==> src/rtl/adc_capture_writer.sv <==
// adc_capture_writer: block-averages the ADC sample stream and fills the adc_offs or adc_meas RAM.
// Latency: a word is written one cycle after the last sample of its group; done_o one cycle after the last write.
// Backpressure: none; one sample is accepted every cycle while capturing, and samples outside a capture are dropped.
// Ports: clk_i/rst_n_i (sync active-low); start_i/abort_i/target_i/avg_log2_i/count_i control;
//        adc_valid_i/adc_data_i sample stream; adc_{offs,meas}_{adr,data_we,data_dat}_o RAM B-port writes;
//        busy_o/done_o sequencer status.
module adc_capture_writer #(
  parameter int g_adc_width    = 24,
  parameter int g_addr_width   = 12,
  parameter int g_max_avg_log2 = 8
) (
  input  logic                    clk_i,
  input  logic                    rst_n_i,
  input  logic                    start_i,
  input  logic                    abort_i,
  input  logic                    target_i,
  input  logic [3:0]              avg_log2_i,
  input  logic [g_addr_width:0]   count_i,
  input  logic                    adc_valid_i,
  input  logic [g_adc_width-1:0]  adc_data_i,
  output logic [g_addr_width-1:0] adc_offs_adr_o,
  output logic                    adc_offs_data_we_o,
  output logic [31:0]             adc_offs_data_dat_o,
  output logic [g_addr_width-1:0] adc_meas_adr_o,
  output logic                    adc_meas_data_we_o,
  output logic [31:0]             adc_meas_data_dat_o,
  output logic                    busy_o,
  output logic                    done_o
);

  localparam int ACC_W = g_adc_width + g_max_avg_log2;
  localparam int CNT_W = g_addr_width + 1;
  localparam int SMP_W = g_max_avg_log2 + 1;

  // S_LAST is the cycle in which the final word's write strobe is on the port.
  typedef enum logic [1:0] {S_IDLE, S_CAPT, S_LAST, S_DONE} state_t;

  state_t state_q, state_d;

  logic                    target_q, target_d;
  logic [3:0]              avg_q, avg_d;
  logic [CNT_W-1:0]        count_q, count_d;
  logic [CNT_W-1:0]        word_q, word_d;
  logic [SMP_W-1:0]        samp_q, samp_d;
  logic signed [ACC_W-1:0] acc_q, acc_d;

  logic                    offs_we_q, offs_we_d;
  logic [g_addr_width-1:0] offs_adr_q, offs_adr_d;
  logic [31:0]             offs_dat_q, offs_dat_d;
  logic                    meas_we_q, meas_we_d;
  logic [g_addr_width-1:0] meas_adr_q, meas_adr_d;
  logic [31:0]             meas_dat_q, meas_dat_d;

  logic                    accept;
  logic                    group_end;
  logic                    last_word;
  logic [SMP_W-1:0]        grp_last_idx;
  logic signed [ACC_W-1:0] sample_ext;
  logic signed [ACC_W-1:0] sum;
  logic signed [ACC_W-1:0] avg_val;
  logic [31:0]             dat_word;

  // Abort takes priority: a sample arriving together with abort is never counted.
  assign accept       = (state_q == S_CAPT) && adc_valid_i && !abort_i;
  assign grp_last_idx = (SMP_W'(1) << avg_q) - SMP_W'(1);
  assign group_end    = (samp_q == grp_last_idx);
  assign last_word    = (word_q == count_q - CNT_W'(1));

  assign sample_ext = {{g_max_avg_log2{adc_data_i[g_adc_width-1]}}, adc_data_i};
  assign sum        = acc_q + sample_ext;
  assign avg_val    = sum >>> avg_q;

  if (ACC_W >= 32) begin : g_dat_trunc
    assign dat_word = avg_val[31:0];
  end else begin : g_dat_sext
    assign dat_word = {{(32-ACC_W){avg_val[ACC_W-1]}}, avg_val};
  end

  // State register and all datapath flops.
  always_ff @(posedge clk_i) begin
    if (!rst_n_i) begin
      state_q    <= S_IDLE;
      target_q   <= 1'b0;
      avg_q      <= '0;
      count_q    <= '0;
      word_q     <= '0;
      samp_q     <= '0;
      acc_q      <= '0;
      offs_we_q  <= 1'b0;
      offs_adr_q <= '0;
      offs_dat_q <= '0;
      meas_we_q  <= 1'b0;
      meas_adr_q <= '0;
      meas_dat_q <= '0;
    end else begin
      state_q    <= state_d;
      target_q   <= target_d;
      avg_q      <= avg_d;
      count_q    <= count_d;
      word_q     <= word_d;
      samp_q     <= samp_d;
      acc_q      <= acc_d;
      offs_we_q  <= offs_we_d;
      offs_adr_q <= offs_adr_d;
      offs_dat_q <= offs_dat_d;
      meas_we_q  <= meas_we_d;
      meas_adr_q <= meas_adr_d;
      meas_dat_q <= meas_dat_d;
    end
  end

  // Next-state logic.
  always_comb begin
    state_d = state_q;
    case (state_q)
      S_IDLE: if (start_i && !abort_i) state_d = S_CAPT;
      S_CAPT: begin
        if (abort_i)                             state_d = S_IDLE;
        else if (accept && group_end && last_word) state_d = S_LAST;
      end
      S_LAST: state_d = abort_i ? S_IDLE : S_DONE;
      S_DONE: state_d = S_IDLE;
      default: state_d = S_IDLE;
    endcase
  end

  // Capture datapath: parameter latch on start, accumulation, word write.
  always_comb begin
    target_d   = target_q;
    avg_d      = avg_q;
    count_d    = count_q;
    word_d     = word_q;
    samp_d     = samp_q;
    acc_d      = acc_q;
    offs_we_d  = 1'b0;
    offs_adr_d = offs_adr_q;
    offs_dat_d = offs_dat_q;
    meas_we_d  = 1'b0;
    meas_adr_d = meas_adr_q;
    meas_dat_d = meas_dat_q;

    if (state_q == S_IDLE && start_i && !abort_i) begin
      target_d = target_i;
      avg_d    = (int'(avg_log2_i) > g_max_avg_log2) ? 4'(g_max_avg_log2) : avg_log2_i;
      // A zero count stands for a full RAM, which needs the extra counter bit.
      count_d  = (count_i == '0) ? {1'b1, {g_addr_width{1'b0}}} : count_i;
      word_d   = '0;
      samp_d   = '0;
      acc_d    = '0;
    end

    if (accept) begin
      if (group_end) begin
        if (target_q) begin
          meas_we_d  = 1'b1;
          meas_adr_d = word_q[g_addr_width-1:0];
          meas_dat_d = dat_word;
        end else begin
          offs_we_d  = 1'b1;
          offs_adr_d = word_q[g_addr_width-1:0];
          offs_dat_d = dat_word;
        end
        word_d = word_q + CNT_W'(1);
        samp_d = '0;
        acc_d  = '0;
      end else begin
        samp_d = samp_q + SMP_W'(1);
        acc_d  = sum;
      end
    end
  end

  // Output decode.
  always_comb begin
    busy_o = (state_q == S_CAPT) || (state_q == S_LAST);
    done_o = (state_q == S_DONE);
  end

  assign adc_offs_adr_o      = offs_adr_q;
  assign adc_offs_data_we_o  = offs_we_q;
  assign adc_offs_data_dat_o = offs_dat_q;
  assign adc_meas_adr_o      = meas_adr_q;
  assign adc_meas_data_we_o  = meas_we_q;
  assign adc_meas_data_dat_o = meas_dat_q;

endmodule
==> config.mk <==
export PLATFORM = sky130hd
export DESIGN_NAME = adc_capture_writer
export DESIGN_NICKNAME = d
export VERILOG_FILES = /design/src/rtl/adc_capture_writer.sv
export SDC_FILE = /design/constraint.sdc
export NUM_CORES = 1
export LEC_CHECK = 0
export BUFFER_PORTS_ARGS = -buffer_cell sky130_fd_sc_hd__clkbuf_2
export CAP_MARGIN = 30
export CORE_MARGIN = 2
export CORE_UTILIZATION = 55
export CTS_BUF_LIST = sky130_fd_sc_hd__clkbuf_4 sky130_fd_sc_hd__clkbuf_8
export DETAILED_ROUTE_END_ITERATION = 10
export GPL_TIMING_DRIVEN = 0
export PLACE_DENSITY = 0.85
export RECOVER_POWER = 25
export REMOVE_ABC_BUFFERS = 1
export SYNTH_ARGS = -nofsm -noshare
export SYNTH_HDL_FRONTEND = slang
export SYNTH_SLANG_ARGS = --single-unit
export TNS_END_PERCENT = 1
==> constraint.sdc <==
create_clock -name clk_i -period 11.1 [get_ports clk_i]
set_input_delay 3.33 -clock clk_i [delete_from_list [all_inputs] [get_ports clk_i]]
set_output_delay 3.33 -clock clk_i [all_outputs]
set_load 0.01 [all_outputs]
# --- Word level (Yosys, flattened, before mapping) ---
# Index checks and enable logic that the tools add are counted.
classes:
  magnitude_cmp: 1
  n_shift: 2
  n_addsub: 5
  muxes: 18
  n_div: 0
  eq_ne: 7
  n_bitwise: 1
  n_reduce_logical: 16
  n_mul: 0
op_table:
  columns: ["operator", "count"]
  rows:
  - ["32-bit two-way mux", 3]
  - ["13-bit two-way mux", 4]
  - ["32-bit by 24-bit adder with 32-bit output", 1]
  - ["32-bit by 4-bit >>> shifter with 32-bit output", 1]
  - ["9-bit two-way mux", 3]
  - ["13-bit by 1-bit adder with 13-bit output, second input constant", 1]
  - ["13-bit == test", 1]
  - ["13-bit zero test", 1]
  - ["13-bit by 1-bit subtractor with 13-bit output, second input constant", 1]
  - ["9-bit by 1-bit adder with 9-bit output, second input constant", 1]
  - ["9-bit == test", 1]
  - ["3-bit AND reduction", 3]
  - ["1-bit by 4-bit left shift with 9-bit output, first input constant", 1]
  - ["9-bit by 2-bit subtractor with 9-bit output, second input constant", 1]
  - ["2-bit two-way mux", 4]
  - ["2-bit case mux with 4 select lines", 1]
  - ["1-bit logical AND", 7]
  - ["2-bit == test, second input constant", 2]
  - ["4-bit > comparator, second input constant", 1]
  - ["4-bit two-way mux", 1]
  - ["3-bit by 2-bit != test with 1-bit output, second input constant", 1]
  - ["2-bit by 1-bit == test with 1-bit output, second input constant", 1]
  - ["2-bit zero test", 1]
  - ["1-bit two-way mux", 2]
  - ["other kinds (6)", 6]
word_totals:
  memories: 0
  wordCells: 63
  out_inout_bits: 92
  input_bits: 47
  romBits: 0
  reg_bits: 164
  ramBits: 0
  latch_bits: 0

# --- Longest topological paths before layout ---
# Gate-level depths: netlist (run 1).
logic_depth:
  ltp_word: 8
  mapped_depth: 17

# --- Worst setup path before layout (run 1) ---
# Ideal clock, no wire load.
synth_timing:
  path_kind: "input -> register"
  start: "input port adc_data_i[0]"
  end: "register offs_dat_q[5], in the netlist adc_offs_data_dat_o[5]"
  setup_slack_ns: 4.837
  t_required_ns: 11.035
  arrival_time_ns: 6.198
  setup_ns: 0.065
  path_buffers: 0
  stages: 13
  path_cell_list: "ha_1 -> inv_1 -> fa_1 -> nand2b_1 -> a21oi_1 -> nor3b_1 -> o21ai_1 -> a21boi_0 -> xor2_1 -> a221o_1 -> mux4_2 -> o21a_1 -> nor2_1"
synth_between:
  elab_chain_len: 2
synth_rtl:
  columns: ["item", "line", "source"]
  rows:
  - ["start: declaration", "20", "input logic [g_adc_width-1:0] adc_data_i,"]
  - ["32-bit by 24-bit adder with 32-bit output", "70", "assign sum = acc_q + sample_ext;"]
  - ["32-bit by 4-bit >>> shifter with 32-bit output", "71", "assign avg_val = sum >>> avg_q;"]
  - ["end signal: assignment", "105", "offs_dat_q <= offs_dat_d;"]
  - ["end: declaration", "49", "logic [31:0] offs_dat_q, offs_dat_d;"]
# Every way passes these cells.
# A chain may end at the register's enable or synchronous reset.

==> flow_summary_export.csv, run 1 <==
group,metric,value,unit
status,status,"finished, violations left",
status,violations,"max-capacitance violations, max-slew violations",
die,rows,50,
grt,grt.overflow.total,0,
sta,grt_setup_unrepaired,"false",
synth,synth_edf_count,0,
synth,synthTopCellsByArea,"dfxtp_1 32%, nand2_1 6.6%, a21oi_1 6.0%",
grt,grt_pass1_wl,47.5,mm
finish,final_common_cell,"nand2_1",
power,p_leak,4.45,nW
die,fp.dieW,141,um
synth,synth.distinct_cells,89,
place,port_buffers,138,
synth,syn_avg_cell_area,7.74,um^2
sta,relSlewSlack,-153,%
routing,drtIter0Drc,1143,
clock_tree,root_buffer,"clkbuf_8",
worst_hold_path,hold_depth,2,
finish,diodes,0,
clock_tree,cts_tree,"built",
sta,worstMarginPinSlew,3.79,ns
sta,fmax,115,MHz
setup_path,worstReg2RegStart,"avg_q[0]",
routing,ant_nets,0,
finish,nets,1491,
clock_tree,clockBufferDepth,2,
finish,fillers,1685,
setup_path,arrival,9.07,ns
setup_path,crit_top_cell,"clkbuf_1",
sta,period_share,78.2,%
worst_hold_path,worstHoldStart,"adc_meas_adr_o[5]",
setup_path,cp_cell_sequence,"clkbuf_2, clkbuf_1, clkinvlp_2, clkbuf_1, nor3_1, mux2i_1, o21ai_0",
power,irDropWorstVdd,0.0835,mV
place,gp_congestion,0.952,
grt,antenna_found_initial,0,
synth,yosys_warnings,0,
setup_path,reg2regPathDepth,15,
grt,grt_usage,29.1,%
clock_tree,numCtsBuffers,17,
setup_path,cp-end-kind,"flop",
sta,hold_viol_final,0,
synth,post_synth_inst_count,1336,
sta,finalSetupTns,0,ns
die,ios,139,
synth,synth.cell_area,10300,um^2
grt,grt_pass1_vias,9317,
sta,drv_slew,136,
routing,viasPerCell,6.36,
sta,finalCriticalPeriod,8.68,ns
clock_tree,post_cts_buffers,0,
clock_tree,cts.sinks,164,
synth,synth_flop_cell,"dfxtp_1",
setup_path,worstPathMaxFanout,85,
sta,setup_violations,0,
synth,ys_seq_elements,164,
die,core_area,18600,um^2
clock_tree,clk_pin_slew_worst_paths,0.10,ns
clock_tree,ctsResizeCount,0,
die,die_h,141,um
sta,finClkSkew,0.0190,ns
finish,areaGrowthSynthToFinish,10.9,%
finish,drive_above_1_share,13.5,%
setup_path,ff2ff_setup_slack,4.87,ns
place,detailed_place_hpwl,21.1,mm
routing,dr.pass1.iters,5,
setup_path,startpoint_type,"input pin",
setup_path,required,11.50,ns
setup_path,cp-startpoint,"rst_n_i",
routing,num_vias,10499,
worst_hold_path,hold_class,"reg2reg",
run,maxCapViolCount,2,
synth,synth_top_area_share,31.8,%
setup_path,slowest_delay,1.59,ns
clock_tree,ctsHoldBuffers,0,
routing,post-route-drc-count,0,
clock_tree,cts_htree_levels,4,
synth,ys_async_sr_fraction,0,%
setup_path,path_class,"in2reg",
clock_tree,clk_latency,0.48,ns
synth,seq_area_frac_synth,31.8,%
synth,yosysTopAreaCell,"dfxtp_1",
power,power,1.41,mW
finish,final_cell_mix,"181 x nand2_1, 164 x dfxtp_1, 131 x nor2_1",
setup_path,regToRegEndpoint,"adc_meas_data_dat_o[11]",
power,power_density,123,nW/um^2
routing,routed_wl,29.5,mm
grt,grt_max_degree,86,
die,dieArea,19900,um^2
die,initial_utilization,55.6,%
routing,drt-wirelength-per-cell,17.9,um
setup_path,cpMaxStageDelayCell,"clkbuf_1",
worst_hold_path,hold-path-endpoint,"adc_meas_adr_o[5]",
[state kept, by name (all words and copies together), names as in the netlist]
register / count
word_q: 13
samp_q: 9
target_q: 1
adc_meas_data_we_o: 1
adc_offs_data_dat_o: 32
acc_q: 32
adc_offs_adr_o: 12
adc_offs_data_we_o: 1
adc_meas_adr_o: 12
state_q: 2
avg_q: 4
adc_meas_data_dat_o: 32
count_q: 13
[final cells by class]
type                       instances  area [um^2]  area share (%)
multi-input combinational       1051         6590            57.5
sequential                       164         3280            28.6
timing repair buffer             147          776            6.77
tap                              234          293            2.55
clock buffer                      18          241            2.11
clock inverter                    14          193            1.68
inverter                          22         83.8           0.732
[per-stage QoR]
step | hold slack (ns) | utilization (%) | cells | worst slack [ns] | cell area [um^2]
6_report | 0.456 | 61.7 | 1650 | 2.42 | 11500
5_1_grt | 0.479 | 61.7 | 1650 | 2.02 | 11500
4_1_cts | 0.459 | 62.2 | 1650 | 4.26 | 11600
3_5_place_dp | 0.446 | 59.9 | 1618 | 3.82 | 11100
3_3_place_gp | 0.442 | 58.7 | 1609 | 3.68 | 10900
2_1_floorplan | 0.436 | - | 1237 | 4.81 | 9930
[power breakdown]
| group | internal (mW) | switching [mW] |
|---|---|---|
| registers | 0.599 | 0.0119 |
| clock network | 0.232 | 0.250 |
| logic | 0.115 | 0.203 |
| total | 0.946 | 0.465 |
[critical path, delay by kind of cell]
family | cells | cell delay [ns]
simple gates | 1 | 0.64
mux | 1 | 0.11
buf+inv | 4 | 4.85
compound gates | 1 | 0.08
[how the worst max path moves through the flow]
stage	endpoint	slack (ns)	cells after the start
5_1_grt	word_q[12]	2.02	7
6_report	word_q[12]	2.42	7
3_3_place_gp	adc_offs_data_dat_o[19]	3.68	12
2_1_floorplan	adc_offs_data_dat_o[5]	4.81	13
3_5_place_dp	adc_offs_data_dat_o[13]	3.82	14
4_1_cts	adc_meas_data_dat_o[21]	4.26	14
[layer usage]
metal  GRT usage [%]  vias up  part of all wire (%)
met2            43.5      511                    44
li1                -     5017                     -
met3            5.88       75                   9.0
met1            42.2     4896                    45
met4            9.47        0                   2.4
met5               0        -                     0
[cells in the mapped netlist, types with 5 or more instances]
| master | number |
|---|---|
| a211oi_1 | 25 |
| o211ai_1 | 8 |
| a31oi_1 | 14 |
| o2bb2ai_1 | 7 |
| nand4_1 | 16 |
| nand3b_1 | 9 |
| a21oi_1 | 123 |
| nor2_1 | 135 |
| buf_2 | 14 |
| a211o_1 | 6 |
| or3_1 | 12 |
| nor4_1 | 5 |
| mux4_2 | 10 |
| o21ai_0 | 88 |
| o22ai_1 | 12 |
| mux2i_1 | 24 |
| or2_2 | 7 |
| clkbuf_1 | 74 |
| nand2_1 | 181 |
| nand3_1 | 52 |
| nor3_1 | 27 |
| ha_1 | 40 |
| a22oi_1 | 32 |
| o21a_1 | 12 |
| mux2_2 | 10 |
| inv_1 | 20 |
| o31ai_1 | 7 |
| xor2_1 | 22 |
| xnor2_1 | 28 |
| and2_1 | 7 |
| a21o_1 | 10 |
| and3_1 | 13 |
| dfxtp_1 | 164 |
| a221oi_1 | 6 |
| buf_1 | 7 |
| a31o_2 | 6 |
| a2111oi_0 | 5 |
| nand2b_1 | 7 |
[logic make-up (layout without fill, tap and decap cells)]
family	after synthesis	after routing	share of synthesized area (%)
adder cells (fa/ha/maj)	41	41	5.04
flip-flops	164	164	31.8
AO/OA/AOI/OAI	413	413	25.7
XOR/XNOR	51	51	4.39
multiplexers	44	44	5.59
AND/OR/NAND/NOR	502	502	22.7
buffers and inverters	121	201	4.76
Power figures use the tool's default switching activity.
==> inputs of run 2 (changes only) <==
--- a/config.mk
+++ b/config.mk
@@ -5,6 +5,7 @@
 export SDC_FILE = /design/constraint.sdc
 export NUM_CORES = 1
 export LEC_CHECK = 0
+export ABC_AREA = 1
 export BUFFER_PORTS_ARGS = -buffer_cell sky130_fd_sc_hd__clkbuf_2
 export CAP_MARGIN = 30
 export CORE_MARGIN = 2
@@ -12,7 +13,7 @@
 export CTS_BUF_LIST = sky130_fd_sc_hd__clkbuf_4 sky130_fd_sc_hd__clkbuf_8
 export DETAILED_ROUTE_END_ITERATION = 10
 export GPL_TIMING_DRIVEN = 0
-export PLACE_DENSITY = 0.85
+export PLACE_DENSITY = 0.84
 export RECOVER_POWER = 25
 export REMOVE_ABC_BUFFERS = 1
 export SYNTH_ARGS = -nofsm -noshare
==> constraint.sdc (replaced) <==
create_clock -name clk_i -period 8.3 [get_ports clk_i]
set_input_delay 2.49 -clock clk_i [delete_from_list [all_inputs] [get_ports clk_i]]
set_output_delay 2.49 -clock clk_i [all_outputs]
set_load 0.01 [all_outputs]
==> run 2 against run 1 <==
The run now ends clean. Largest power group unchanged. First-iteration DRC count decreased by 5.5%. Critical path type is now reg2reg. Power increased by 59%. Synthesized area increased by 7.7%. Cell area increased by 7.6%. Synthesized cell count increased by 36%.
==> flow_summary_export.csv, run 2 <==
group,metric,value,unit
power,p_clk_share,26.3,%
synth,ys_async_sr_fraction,0,%
synth,synth.distinct_cells,44,
clock_tree,ctsResizeCount,0,
routing,post-route-drc-count,0,
synth,post_synth_inst_count,1812,
sta,setup_violations,0,
routing,viasPerCell,5.47,
power,pwr-share-seq,38.2,%
grt,grt_pass1_wl,52.5,mm
finish,final_cell_mix,"536 x nand2_1, 277 x nand3_1, 226 x inv_1",
setup_path,cp-end-kind,"flop",
clock_tree,clk_latency,0.48,ns
power,p_int,1.33,mW
synth,yosys.area_share.simple,38.6,%
clock_tree,ctsHoldBuffers,0,
sta,worstMarginPinSlew,1.02,ns
synth,synth_flop_cell,"dfxtp_1",
synth,synthMuxAreaShare,0.270,%
routing,dr.pass1.iters,6,
clock_tree,numCtsBuffers,17,
sta,period_share,56.3,%
clock_tree,clockBufferDepth,2,
synth,synth.cell_area,11100,um^2
finish,areaGrowthSynthToFinish,10.8,%
synth,synth_edf_count,0,
die,dieArea,21400,um^2
routing,drt-wirelength-per-cell,14.5,um
finish,multi_input_area,6570,um^2
routing,ant_nets,0,
routing,num_vias,11939,
finish,fillers,1966,
place,port_buffers,138,
finish,regArea,3280,um^2
finish,final_common_cell,"nand2_1",
grt,grt.overflow.total,0,
synth,yosysTopAreaCell,"dfxtp_1",
grt,grt_pass1_vias,11010,
synth,synthXorXnorAreaFrac,3.83,%
power,net-switching-power,0.916,mW
sta,finalCriticalPeriod,4.67,ns
die,ios,139,
finish,drive_above_1_share,7.48,%
routing,drtIter0Drc,1080,
sta,relSlewSlack,32.0,%
synth,yosysMostFrequentCell,"nand2_1",
routing,routed_wl,31.6,mm
die,core_area,20000,um^2
run,maxCapViolCount,0,
synth,synth_top_family_by_area,"simple AND/OR/NAND/NOR gates",
status,status,"finished clean",
sta,drv_slew,0,
setup_path,path_class,"reg2reg",
power,power_density,182,nW/um^2
finish,nets,1988,
synth,yosys_warnings,0,
clock_tree,post_cts_buffers,0,
power,p_sw_share,40.7,%
power,p_leak,6.08,nW
synth,seq_area_frac_synth,29.5,%
power,comb_power_share,35.4,%
clock_tree,cts_htree_levels,4,
grt,antenna_found_initial,0,
place,gp_congestion,0.959,
place,detailed_place_hpwl,23.7,mm
synth,synthTopCellsByCount,"536 x nand2_1, 277 x nand3_1, 227 x inv_1",
power,irDropWorstVdd,0.195,mV
power,power,2.25,mW
sta,finClkSkew,0.0167,ns
die,fp.dieW,146,um
grt,grt_max_degree,68,
setup_path,arrival,5.05,ns
setup_path,worstPathMaxFanout,44,
setup_path,required,8.68,ns
setup_path,startpoint_type,"flop",
die,rows,52,
grt,grt_usage,29.6,%
sta,fmax,214,MHz
die,die_h,146,um
synth,syn_avg_cell_area,6.14,um^2
clock_tree,clk_pin_slew_worst_paths,0.10,ns
synth,synth-adder-area-share,4.68,%
clock_tree,cts.sinks,164,
sta,holdWs,0.475,ns
synth,synth_top_area_share,29.5,%
synth,synth-compound-area-share,11.6,%
clock_tree,cts_tree,"built",
die,initial_utilization,55.5,%
sta,finalSetupTns,0,ns
synth,ys_seq_elements,164,
worst_hold_path,hold_class,"reg2reg",
sta,hold_viol_final,0,
synth,synthTopCellsByArea,"dfxtp_1 30%, nand2_1 18%, nand3_1 12%",
sta,grt_setup_unrepaired,"false",
clock_tree,root_buffer,"clkbuf_8",
finish,diodes,0,
run 2: metal layers:
layer / part of all wire, % / wire length (um) / vias to the layer above / GRT usage [%]
li1: - / - / 5989 / -
met1: 43 / 13600 / 5389 / 37.9
met5: 0 / 0 / - / 0
met4: 4.5 / 1430 / 0 / 13.7
met2: 46 / 14500 / 455 / 49.6
met3: 6.7 / 2110 / 106 / 4.22
run 2: final timing paths:
kind	from	to	slack [ns]	depth (start not counted)
setup / recovery	avg_q[2]	adc_offs_adr_o[11]	3.63	15
hold / removal	acc_q[8]	acc_q[8]	0.47	2
setup reg to reg	avg_q[2]	adc_offs_adr_o[11]	3.63	15
hold reg to reg	acc_q[8]	acc_q[8]	0.47	2
run 2: power by group through the flow:
| stage | Clock [mW] | Sequential [mW] | Combinational, mW |
|---|---|---|---|
| finish | 0.592 | 0.860 | 0.797 |
| global route | 0.626 | 0.865 | 0.893 |
| CTS | 0.598 | 0.860 | 0.789 |
| detailed placement | 0 | 0.878 | 0.785 |
| global placement | 0 | 0.887 | 0.728 |
| floorplan | 0 | 0.880 | 0.545 |
run 2: layout make-up:
class | instances | share of cell area, %
Clock buffer | 17 | 1.90
Clock inverter | 14 | 1.19
Inverter | 233 | 7.11
Multi-Input combinational cell | 1335 | 53.3
Sequential cell | 164 | 26.6
Tap cell | 270 | 2.74
Timing Repair Buffer | 149 | 7.18
run 2: worst max-delay path: stages (launching register included):
cell     delay [ns]
dfxtp_1        0.65
buf_16         0.22
inv_2          0.21
nor2_1         0.67
nand2_2        0.17
xor2_2         0.20
xnor2_1        0.15
nor3_2         0.20
nand3_4        0.23
nor2_1         0.35
inv_2          0.11
nor2_4         0.75
buf_12         0.30
inv_1          0.14
nor2_1         0.13
nor2_1         0.06
run 2: cell families (layout without fill, tap and decap cells):
kind of cell | after synthesis | count (layout)
AND/OR/NAND/NOR | 1016 | 1016
buffers and inverters | 313 | 413
AO/OA/AOI/OAI | 228 | 228
flip-flops | 164 | 164
XOR/XNOR | 47 | 47
adder cells (fa/ha/maj) | 41 | 41
multiplexers | 3 | 3
run 2: through the flow:
| stage | cell area [um^2] | util, % | instances | setup WS, ns |
|---|---|---|---|---|
| after floorplan | 10700 | - | 1732 | 2.80 |
| after global placement | 11800 | 58.7 | 2140 | 0.624 |
| after global routing | 12300 | 61.5 | 2182 | 3.30 |
| final | 12300 | 61.5 | 2182 | 3.63 |
| after CTS | 12400 | 62.0 | 2182 | 3.70 |
| after detailed placement | 12000 | 60.1 | 2151 | 3.17 |
